==> src/rtl/mac_result_drain_if.sv <==
// Handshake bundle for mac_result_drain.
// Carries the DSP issue/alignment inputs (issue_valid, issue_last, p_in)
// and the downstream valid/ready result channel (out_*).
// The slave modport is the drain's own view; master is the surrounding logic.
interface mac_result_drain_if #(
  parameter int P_WIDTH   = 16,
  parameter int OUT_WIDTH = 8
);
  logic                 issue_valid;
  logic                 issue_last;
  logic [P_WIDTH-1:0]   p_in;
  logic                 out_valid;
  logic                 out_ready;
  logic [OUT_WIDTH-1:0] out_data;
  logic                 out_sat;

  modport master (
    output issue_valid, issue_last, p_in, out_ready,
    input  out_valid, out_data, out_sat
  );

  modport slave (
    input  issue_valid, issue_last, p_in, out_ready,
    output out_valid, out_data, out_sat
  );
endinterface

==> src/rtl/mac_result_drain.sv <==
// mac_result_drain: consumer end of the DSP MAC datapath.
// Aligns issue markers with the DSP output P, accumulates a dot product,
// requantizes (arithmetic shift + saturation) and queues the results in a
// small valid/ready FIFO.
// Optional build macro: MAC_DRAIN_RELU_EN -- when defined, negative results
// are forced to zero after saturation (out_sat is not affected by that clamp).
module mac_result_drain #(
  parameter int P_WIDTH     = 16,
  parameter int ACC_WIDTH   = 24,
  parameter int OUT_WIDTH   = 8,
  parameter int SHIFT       = 8,
  parameter int MAC_LATENCY = 3,
  parameter int FIFO_DEPTH  = 4
) (
  input  logic                 clk,
  input  logic                 rst,
  mac_result_drain_if.slave    bus,
  output logic                 busy,
  output logic                 overflow_err
);

  localparam int PTR_W = $clog2(FIFO_DEPTH);
  localparam int CNT_W = PTR_W + 1;
  localparam int ENT_W = OUT_WIDTH + 1;

  localparam logic signed [ACC_WIDTH-1:0] Q_MAX = ACC_WIDTH'((1 << (OUT_WIDTH - 1)) - 1);
  localparam logic signed [ACC_WIDTH-1:0] Q_MIN = ACC_WIDTH'(-(1 << (OUT_WIDTH - 1)));

  typedef enum logic [0:0] {
    ST_IDLE  = 1'b0,
    ST_ACCUM = 1'b1
  } state_t;

  state_t                        state_r;
  logic [MAC_LATENCY-1:0]        valid_sr_r;
  logic [MAC_LATENCY-1:0]        last_sr_r;
  logic signed [ACC_WIDTH-1:0]   acc_r;

  logic                          a_valid_s;
  logic                          a_last_s;
  logic signed [ACC_WIDTH-1:0]   p_ext_s;
  logic signed [ACC_WIDTH-1:0]   sum_s;
  logic signed [ACC_WIDTH-1:0]   q_s;
  logic [OUT_WIDTH-1:0]          res_s;
  logic                          sat_s;
  logic                          push_s;

  logic [ENT_W-1:0]              mem_r [FIFO_DEPTH];
  logic [PTR_W-1:0]              wr_ptr_r;
  logic [PTR_W-1:0]              rd_ptr_r;
  logic [CNT_W-1:0]              count_r;
  logic                          full_s;
  logic                          pop_s;
  logic                          wr_ok_s;
  logic                          overflow_r;

  assign a_valid_s = valid_sr_r[MAC_LATENCY-1];
  assign a_last_s  = last_sr_r[MAC_LATENCY-1];
  assign p_ext_s   = $signed({{(ACC_WIDTH - P_WIDTH){bus.p_in[P_WIDTH-1]}}, bus.p_in});
  assign push_s    = a_valid_s & a_last_s;

  // Delay issue markers by the DSP latency so they line up with p_in.
  always_ff @(posedge clk) begin
    if (rst) begin
      valid_sr_r <= '0;
      last_sr_r  <= '0;
    end else begin
      valid_sr_r[0] <= bus.issue_valid;
      last_sr_r[0]  <= bus.issue_valid & bus.issue_last;
      for (int i = 1; i < MAC_LATENCY; i++) begin
        valid_sr_r[i] <= valid_sr_r[i-1];
        last_sr_r[i]  <= last_sr_r[i-1];
      end
    end
  end

  // Running sum including this cycle's P, then floor shift, clamp and optional ReLU.
  always_comb begin
    sum_s = p_ext_s;
    q_s   = '0;
    res_s = '0;
    sat_s = 1'b0;
    if (state_r == ST_ACCUM) begin
      sum_s = acc_r + p_ext_s;
    end else begin
      sum_s = p_ext_s;
    end
    q_s = sum_s >>> SHIFT;
    if (q_s > Q_MAX) begin
      res_s = OUT_WIDTH'(Q_MAX);
      sat_s = 1'b1;
    end else if (q_s < Q_MIN) begin
      res_s = OUT_WIDTH'(Q_MIN);
      sat_s = 1'b1;
    end else begin
      res_s = q_s[OUT_WIDTH-1:0];
      sat_s = 1'b0;
    end
`ifdef MAC_DRAIN_RELU_EN
    if (res_s[OUT_WIDTH-1]) begin
      res_s = '0;
    end else begin
      res_s = res_s;
    end
`else
    res_s = res_s;
`endif
  end

  // Dot-product FSM: opens a partial sum on the first aligned term, closes it on the last.
  always_ff @(posedge clk) begin
    if (rst) begin
      state_r <= ST_IDLE;
      acc_r   <= '0;
    end else if (a_valid_s) begin
      case (state_r)
        ST_IDLE: begin
          if (!a_last_s) begin
            acc_r   <= sum_s;
            state_r <= ST_ACCUM;
          end else begin
            state_r <= ST_IDLE;
          end
        end
        ST_ACCUM: begin
          if (!a_last_s) begin
            acc_r   <= sum_s;
            state_r <= ST_ACCUM;
          end else begin
            state_r <= ST_IDLE;
          end
        end
        default: begin
          state_r <= ST_IDLE;
          acc_r   <= '0;
        end
      endcase
    end
  end

  // Pop is resolved before push, so a full FIFO being drained still accepts a result.
  assign full_s  = (count_r == CNT_W'(FIFO_DEPTH));
  assign pop_s   = (count_r != CNT_W'(0)) & bus.out_ready;
  assign wr_ok_s = push_s & (~full_s | pop_s);

  // Result FIFO storage, pointers, occupancy and the sticky drop flag.
  always_ff @(posedge clk) begin
    if (rst) begin
      for (int i = 0; i < FIFO_DEPTH; i++) begin
        mem_r[i] <= '0;
      end
      wr_ptr_r   <= '0;
      rd_ptr_r   <= '0;
      count_r    <= '0;
      overflow_r <= 1'b0;
    end else begin
      if (wr_ok_s) begin
        mem_r[wr_ptr_r] <= {sat_s, res_s};
        wr_ptr_r        <= wr_ptr_r + PTR_W'(1);
      end
      if (pop_s) begin
        rd_ptr_r <= rd_ptr_r + PTR_W'(1);
      end
      case ({wr_ok_s, pop_s})
        2'b10:   count_r <= count_r + CNT_W'(1);
        2'b01:   count_r <= count_r - CNT_W'(1);
        default: count_r <= count_r;
      endcase
      if (push_s & full_s & ~pop_s) begin
        overflow_r <= 1'b1;
      end
    end
  end

  assign bus.out_valid = (count_r != CNT_W'(0));
  assign bus.out_data  = mem_r[rd_ptr_r][OUT_WIDTH-1:0];
  assign bus.out_sat   = mem_r[rd_ptr_r][OUT_WIDTH];
  assign busy          = (state_r == ST_ACCUM) | (|valid_sr_r);
  assign overflow_err  = overflow_r;

endmodule

==> src/flat_wrapper.sv <==
// flat-port wrapper written by rule: the top's interface ports become plain ports
module mac_result_drain_flat 
#(
  parameter int P_WIDTH     = 16,
  parameter int ACC_WIDTH   = 24,
  parameter int OUT_WIDTH   = 8,
  parameter int SHIFT       = 8,
  parameter int MAC_LATENCY = 3,
  parameter int FIFO_DEPTH  = 4
)
  (clk, rst, busy, overflow_err, bus_issue_valid, bus_issue_last, bus_p_in, bus_out_ready, bus_out_valid, bus_out_data, bus_out_sat);
  mac_result_drain_if #(.P_WIDTH(P_WIDTH), .OUT_WIDTH(OUT_WIDTH)) bus_i ();
  input  logic clk;
  input  logic rst;
  output logic busy;
  output logic overflow_err;
  input wire logic [$bits(bus_i.issue_valid)-1:0] bus_issue_valid;
  input wire logic [$bits(bus_i.issue_last)-1:0] bus_issue_last;
  input wire logic [$bits(bus_i.p_in)-1:0] bus_p_in;
  input wire logic [$bits(bus_i.out_ready)-1:0] bus_out_ready;
  output wire logic [$bits(bus_i.out_valid)-1:0] bus_out_valid;
  output wire logic [$bits(bus_i.out_data)-1:0] bus_out_data;
  output wire logic [$bits(bus_i.out_sat)-1:0] bus_out_sat;
  assign bus_i.issue_valid = bus_issue_valid;
  assign bus_i.issue_last = bus_issue_last;
  assign bus_i.p_in = bus_p_in;
  assign bus_i.out_ready = bus_out_ready;
  assign bus_out_valid = bus_i.out_valid;
  assign bus_out_data = bus_i.out_data;
  assign bus_out_sat = bus_i.out_sat;
  mac_result_drain #(.P_WIDTH(P_WIDTH), .ACC_WIDTH(ACC_WIDTH), .OUT_WIDTH(OUT_WIDTH), .SHIFT(SHIFT), .MAC_LATENCY(MAC_LATENCY), .FIFO_DEPTH(FIFO_DEPTH)) u_core (.clk(clk), .rst(rst), .bus(bus_i), .busy(busy), .overflow_err(overflow_err));
endmodule
==> config.mk <==
export PLATFORM = sky130hd
export DESIGN_NAME = mac_result_drain_flat
export DESIGN_NICKNAME = d
export VERILOG_FILES = /design/src/rtl/mac_result_drain_if.sv /design/src/rtl/mac_result_drain.sv /design/src/flat_wrapper.sv
export SDC_FILE = /design/constraint.sdc
export NUM_CORES = 1
export LEC_CHECK = 0
export ABC_AREA = 1
export ABC_CLOCK_PERIOD_IN_PS = 3500
export CAP_MARGIN = 40
export CORE_MARGIN = 5
export CORE_UTILIZATION = 42
export CTS_BUF_LIST = sky130_fd_sc_hd__clkbuf_8
export CTS_CLUSTER_SIZE = 20
export DETAILED_ROUTE_END_ITERATION = 16
export HOLD_SLACK_MARGIN = 0.05
export PLACE_DENSITY = 0.66
export SLEW_MARGIN = 15
export SYNTH_ARGS = -nofsm -noshare
export SYNTH_HDL_FRONTEND = slang
export SYNTH_SLANG_ARGS = --single-unit
==> constraint.sdc <==
create_clock -name clk -period 3.5 [get_ports clk]
set_input_delay 0.35 -clock clk [delete_from_list [all_inputs] [get_ports clk]]
set_output_delay 0.35 -clock clk [all_outputs]
set_load 0.03 [all_outputs]
==> reports/summary.txt, run 1 <==
Outcome -> completed
Final worst-path cycle share -> 87.55%
Post-Route WL -> 13810 µm
HP Class -> reg2reg
DR vias -> 4757
Detail Placement HPWL -> 10390 µm
Post-route ant nets -> 0
Total power per unit cell area -> 423.5 nW/µm²
Clock power share -> 28.0%
Setup crit end kind -> flop
# port buffers -> 32
# fillers -> 1233
Vias in the first global route -> 4648
Yosys warns -> 0
FF-to-FF End -> u_core.mem_r[2][0]
NetSw -> 0.8874 mW
Worst reg2reg path depth -> 17
N_diodes -> 0
Final core occ -> 48.83%
Routed WL per cell -> 14.96 µm
CP Max Fanout -> 11
Switching share of power -> 35.72%
Flop and latch count out of synthesis -> 77
Post-CTS sizing -> 0
Largest cells by area after synthesis -> edfxtp_1 21%, dfxtp_1 16%, nand2_1 13%
Crit. Startpoint -> bus_p_in[15]
Cts bufs inserted -> 9
Maximum vdd drop -> 0.3570 mV
Gpl congestion -> 0.9807
Gate Count Post-Synth -> 736
Tightest Pin Transition -> 0.7212 ns
Yosys top cell area share -> 21.00%
# DRC -> 0
CTS tree -> yes
Clock transition at path regs -> 0.08 ns
Layout cells sized above 1 -> 9.149%
Syn_area_per_cell -> 6.996 µm²
Rows -> 40
Die H -> 120.7 µm
Slew Viols, Final -> 0
Multi-input combinational cell area -> 2699 µm²
Later-pin clock latency in the skew report -> 0.37 ns
Area Growth Syn to Fin -> 13.92%
R2R Setup Slk -> 0.69 ns
Setup TNS -> 0 ns
First-pass GRT wire length -> 22880 µm
PnR Total Power -> 2.484 mW
Reg-to-reg startpoint -> u_core.acc_r[0]
Final setup fails -> 0
Hold Slack -> 0.4131 ns
First-pass DRT Iterations -> 5
CTS HTree Levels -> 3
Seq/Total Area, Yosys -> 36.94%
Ys async rst share -> 0%
Max-cap violation count -> 0
Core area -> 12010 µm²
Vias/cell -> 5.154
Clk root buf -> clkbuf_8
Tot GR Track Use -> 19.92%
Initial drt markers -> 459
Combinational fraction of design power -> 30.9%
Initial antenna violation count -> 0
Max Fclk -> 326.3 MHz
Worst setup margin -> 0.4356 ns
Clock buffer depth -> 2
Crit path kind -> in2reg
Hold depth -> 2
Post-CTS Repair Setup Buffers -> 0
Clk_skew -> 0.01396 ns
Post-synth EDFFs -> 36
Cell Area, Synth -> 5149 µm²
Unique masters post-synth -> 36
Sink Count -> 77
Arrival @ worst endpoint -> 3.28 ns
Cell-internal power -> 1.597 mW
Initial Utilization -> 42.86%
Final hold violations -> 0
RSZ-0062 raised after global routing -> false
Prevailing post-synth register cell -> dfxtp_1
Cell taking the most area after synthesis -> edfxtp_1
Pleak -> 2.828 nW
Place WS -> 0.05108 ns
Area of the die -> 14570 µm²
GRT Residual Overflow -> 0
Die W -> 120.7 µm
Final nets -> 817
WP data required -> 3.71 ns
FF/Latch Area -> 1902 µm²
Worst slew margin -> 51.87%
Tmin final -> 3.064 ns
Syn_nets -> 782
Sequential power share -> 41.1%
HP Start -> u_core.last_sr_r[1]
Worst Setup Start Kind -> input port
Pin count of the biggest net entering global routing -> 30
CTS Hold Bufs -> 0
Worst hold endpoint -> u_core.last_sr_r[2]
I/O pin total -> 33
-- worst max-delay path, cell delays in order --
cell and delay, ns:
clkdlybuf4s50_1 0.62, ha_1 0.54, nand2_1 0.15, nor2_2 0.15
inv_1 0.07, nor2_1 0.12, nand3b_1 0.14, nand3_1 0.11
nand2_1 0.07, nand3_1 0.07, nand3_1 0.10, nor2_1 0.10
nand2_1 0.07, nand2_2 0.26, nand2_1 0.18, a21oi_1 0.17
-- cell usage after synthesis, types with 6 or more instances --
master and instances:
a21oi_1 65, a21oi_2 6, clkbuf_1 17, dfxtp_1 41
edfxtp_1 36, ha_1 23, inv_1 110, nand2_1 172
nand2_2 15, nand3_1 35, nor2_1 88, nor2_2 6
o21ai_0 55, o22ai_1 9, xor2_1 10
-- power by group through the flow --
stage	Sequential, mW	Clock, mW	Combinational [mW]
4_1_cts	1.02	0.724	0.768
2_1_floorplan	1.03	0	0.515
3_3_place_gp	1.04	0	0.752
6_report	1.02	0.697	0.767
3_5_place_dp	1.04	0	0.765
5_1_grt	1.03	0.760	0.844
-- kinds of logic (layout without fill, tap and decap cells) --
family                     count (synthesis)  count (layout)  synth area share [%]
DFF                                       77              77                 36.94
and+or+nand+nor                          338             338                 28.41
AOI/OAI and AO/OA                        147             147                 15.38
xor gates and xnor gates                  13              13                 2.211
buffers and inverters                    136             176                 10.69
adders and majority gates                 25              25                 6.367
-- state kept, by name, summed over array words and instances (netlist names), named ones only --
name,count
u_core.last_sr_r,3
u_core.acc_r,24
u_core.count_r,3
u_core.valid_sr_r,3
u_core.overflow_err,1
u_core.mem_r,36
u_core.wr_ptr_r,2
u_core.state_r,1
u_core.rd_ptr_r,2
-- metrics by stage --
step,instance area [µm²],std cells
2_1_floorplan,5149,736
3_3_place_gp,5667,907
3_5_place_dp,5667,907
4_1_cts,5866,923
5_1_grt,5866,923
6_report,5866,923
-- routing by layer --
metal / track usage, % / vias to the layer above / wire length, µm
met4: 6.657 / 0 / 189
met3: 4.163 / 15 / 668
met5: 0 / - / 0
met1: 27.21 / 2184 / 6748
li1: - / 2451 / -
met2: 31.37 / 107 / 6199
-- placed cells by master, fill, tap and decap left out, types with 2 or more instances in the layout --
cell type	n
nand2_1	172
inv_1	110
nor2_1	87
a21oi_1	65
o21ai_0	55
dfxtp_1	41
edfxtp_1	36
nand3_1	35
clkdlybuf4s50_1	32
ha_1	23
nand2_2	15
buf_4	13
xor2_1	10
o22ai_1	9
clkbuf_8	9
nor2_2	7
a21oi_2	6
a31oi_1	5
nand4_1	5
nor3_1	4
nand3_2	4
nand2_4	4
o211ai_1	4
xnor2_1	3
inv_2	2
nor2_4	2
clkinv_1	2
fa_1	2
clkinv_4	2
buf_12	2
-- final cells by class --
cell class,instances,share of cell area (%)
inverter,113,7.231
sequential,77,32.42
timing repair buffer,47,7.807
clock buffer,9,2.112
multi-input combinational,523,46.01
clock inverter,7,1.280
tap,147,3.136
-- how the worst max path moves through the flow --
stage | end | cells past startpoint | slack, ns
6_report | u_core.mem_r[2][0] | 16 | 0.44
5_1_grt | u_core.mem_r[2][0] | 16 | 0.09
4_1_cts | u_core.mem_r[2][0] | 15 | 0.46
3_5_place_dp | u_core.mem_r[2][0] | 15 | 0.05
3_3_place_gp | u_core.mem_r[3][0] | 15 | 0.03
2_1_floorplan | u_core.mem_r[2][0] | 16 | 1.04
No activity file was read; power rests on OpenSTA's default activity.
==> run 2, diff against run 1 <==
--- a/config.mk
+++ b/config.mk
@@ -8,12 +8,12 @@
 export ABC_AREA = 1
 export ABC_CLOCK_PERIOD_IN_PS = 3500
 export CAP_MARGIN = 40
-export CORE_MARGIN = 5
+export CORE_MARGIN = 10
 export CORE_UTILIZATION = 42
 export CTS_BUF_LIST = sky130_fd_sc_hd__clkbuf_8
 export CTS_CLUSTER_SIZE = 20
 export DETAILED_ROUTE_END_ITERATION = 16
-export HOLD_SLACK_MARGIN = 0.05
+export HOLD_SLACK_MARGIN = 0.12
 export PLACE_DENSITY = 0.66
 export SLEW_MARGIN = 15
 export SYNTH_ARGS = -nofsm -noshare
==> run 2 against run 1 <==
  * First-iteration DRC count increased by 4.6%
  * Die area grew 17%
  * Via count up 0.57%
  * Design area up 0.26%
  * Hold slack lost 0.0017 ns
  * Critical path type is now reg2out
==> reports/summary.txt, run 2 (synthesized netlist as in run 1, its figures left out) <==
Final worst-path cycle share -> 86.79% (was 87.55%)
Layout cells sized above 1 -> 9.032% (was 9.149%)
Vias/cell -> 5.189 (was 5.154)
CP Max Fanout -> 19 (was 11)
Gpl congestion -> 0.9738 (was 0.9807)
Worst Setup Start Kind -> flop (was input port)
Most frequent cells in the layout -> 172 x nand2_1, 111 x inv_1, 87 x nor2_1 (was 172 x nand2_1, 110 x inv_1, 87 x nor2_1)
Core area -> 12010 µm² (unchanged)
Clock transition at path regs -> 0.09 ns (was 0.08 ns)
Hold Slack -> 0.4114 ns (was 0.4131 ns)
First-pass DRT Iterations -> 5 (unchanged)
Post-Route WL -> 13630 µm (was 13810 µm)
Rows -> 40 (unchanged)
WP data required -> 3.15 ns (was 3.71 ns)
GRT Residual Overflow -> 0 (unchanged)
I/O pin total -> 33 (unchanged)
Setup crit end kind -> primary output (was flop)
Placed instance count -> 906 (was 907)
CTS tree -> yes (unchanged)
Fin cells -> 922 (was 923)
DR vias -> 4784 (was 4757)
RSZ-0062 raised after global routing -> false (unchanged)
Final setup fails -> 0 (unchanged)
CTS HTree Levels -> 3 (unchanged)
Cell-internal power -> 1.664 mW (was 1.597 mW)
Biggest register -> u_core.mem_r (unchanged)
Tightest Pin Transition -> 0.7312 ns (was 0.7212 ns)
Final hold violations -> 0 (unchanged)
Worst slew margin -> 50.74% (was 51.87%)
Sequential power share -> 40.7% (was 41.1%)
Tmin final -> 3.038 ns (was 3.064 ns)
N_diodes -> 0 (unchanged)
Combinational fraction of design power -> 28.8% (was 30.9%)
Initial antenna violation count -> 0 (unchanged)
Later-pin clock latency in the skew report -> 0.37 ns (about the same)
Tot GR Track Use -> 16.58% (was 19.92%)
Area of the die -> 17090 µm² (was 14570 µm²)
Clock power share -> 30.5% (was 28.0%)
Largest regs -> u_core.mem_r: 36 flops, u_core.acc_r: 24 flops (unchanged)
Setup TNS -> 0 ns (unchanged)
Clk root buf -> clkbuf_8 (unchanged)
Area Growth Syn to Fin -> 14.22% (was 13.92%)
Vias in the first global route -> 4438 (was 4648)
Max FFs per register -> 36 (unchanged)
HP Class -> reg2reg (unchanged)
Clk_skew -> 0.01260 ns (was 0.01396 ns)
Maximum vdd drop -> 0.3902 mV (was 0.3570 mV)
Pleak -> 2.835 nW (was 2.828 nW)
CTS Hold Bufs -> 0 (unchanged)
Arrival @ worst endpoint -> 2.69 ns (was 3.28 ns)
Sink Count -> 77 (unchanged)
Outcome -> completed (unchanged)
Die W -> 130.7 µm (was 120.7 µm)
Max Fclk -> 329.2 MHz (was 326.3 MHz)
NetSw -> 0.8985 mW (was 0.8874 mW)
First-pass GRT wire length -> 22420 µm (was 22880 µm)
Clock buffer depth -> 2 (unchanged)
Post-route ant nets -> 0 (unchanged)
Most common cell after layout, fill and taps aside -> nand2_1 (unchanged)
Post-CTS Repair Setup Buffers -> 0 (unchanged)
Detail Placement HPWL -> 10170 µm (was 10390 µm)
Pin count of the biggest net entering global routing -> 30 (unchanged)
Final nets -> 816 (was 817)
Post-CTS sizing -> 0 (unchanged)
Routed WL per cell -> 14.79 µm (was 14.96 µm)
Die H -> 130.7 µm (was 120.7 µm)
Initial drt markers -> 480 (was 459)
# fillers -> 1206 (was 1233)
Final core occ -> 48.96% (was 48.83%)
Switching share of power -> 35.07% (was 35.72%)
Slew Viols, Final -> 0 (unchanged)
Crit path kind -> reg2out (was in2reg)
Initial Utilization -> 42.86% (unchanged)
Total power per unit cell area -> 435.7 nW/µm² (was 423.5 nW/µm²)
# DRC -> 0 (unchanged)
Max-cap violation count -> 0 (unchanged)
# port buffers -> 32 (unchanged)
Cts bufs inserted -> 9 (unchanged)
## run 2: cell count changes in the layout (fill, tap and decap cells not counted)
cell / before / now
buf_4: 13 / 12
clkinv_4: 2 / 1
inv_1: 110 / 111
bufinv_16: 1 / 2
clkinv_2: 1 / 0
inv_8: 1 / 0
inv_6: 0 / 2
clkinv_1: 2 / 1
## run 2: power by group through the flow
| stage | registers [mW] | clock network (mW) | logic, mW |
|---|---|---|---|
| CTS | 1.04 | 0.796 | 0.743 |
| floorplan | 1.03 | 0 | 0.515 |
| global placement | 1.06 | 0 | 0.727 |
| global route | 1.05 | 0.835 | 0.820 |
| finish | 1.04 | 0.780 | 0.739 |
| detailed placement | 1.06 | 0 | 0.738 |
## run 2: final timing paths
kind | to | from | slack (ns) | cells after the start
setup / recovery | bus_out_data[0] | flop | 0.46 | 4
hold reg to reg | u_core.last_sr_r[1] | u_core.last_sr_r[0] | 0.41 | 2
hold / removal | u_core.last_sr_r[1] | u_core.last_sr_r[0] | 0.41 | 2
setup reg to reg | u_core.mem_r[0][0] | u_core.acc_r[0] | 0.68 | 17
## run 2: final cells by class
type	instances	area, µm²	share of cell area (%)
Clock buffer	9	123.9	2.106
Clock inverter	7	97.59	1.660
Inverter	113	424.2	7.213
Multi-Input combinational cell	523	2699	45.89
Sequential cell	77	1902	32.34
Tap cell	147	183.9	3.128
Timing Repair Buffer	46	450.4	7.660
## run 2: routing by layer
metal	GRT usage, %	wire length, µm	up-vias	part of all wire (%)
li1	-	-	2442	-
met1	22.67	6583	2202	48
met2	25.66	5961	123	44
met3	3.223	844	17	6.2
met4	5.428	242	0	1.8
met5	0	0	-	0
## run 2: stage by stage
| step | cell area (µm²) | worst slack, ns | total power, mW |
|---|---|---|---|
| 2_1_floorplan | 5149 | 1.043 | 1.546 |
| 3_3_place_gp | 5659 | 0.2006 | 1.787 |
| 3_5_place_dp | 5659 | 0.1582 | 1.802 |
| 4_1_cts | 5881 | 0.4699 | 2.582 |
| 5_1_grt | 5881 | 0.2546 | 2.706 |
| 6_report | 5881 | 0.4624 | 2.562 |
## run 2: critical path, stage by stage (launching register included)
cell	delay (ns)
dfxtp_1	0.77
inv_1	0.47
o21ai_0	0.31
o22ai_1	0.14
clkdlybuf4s50_1	0.62
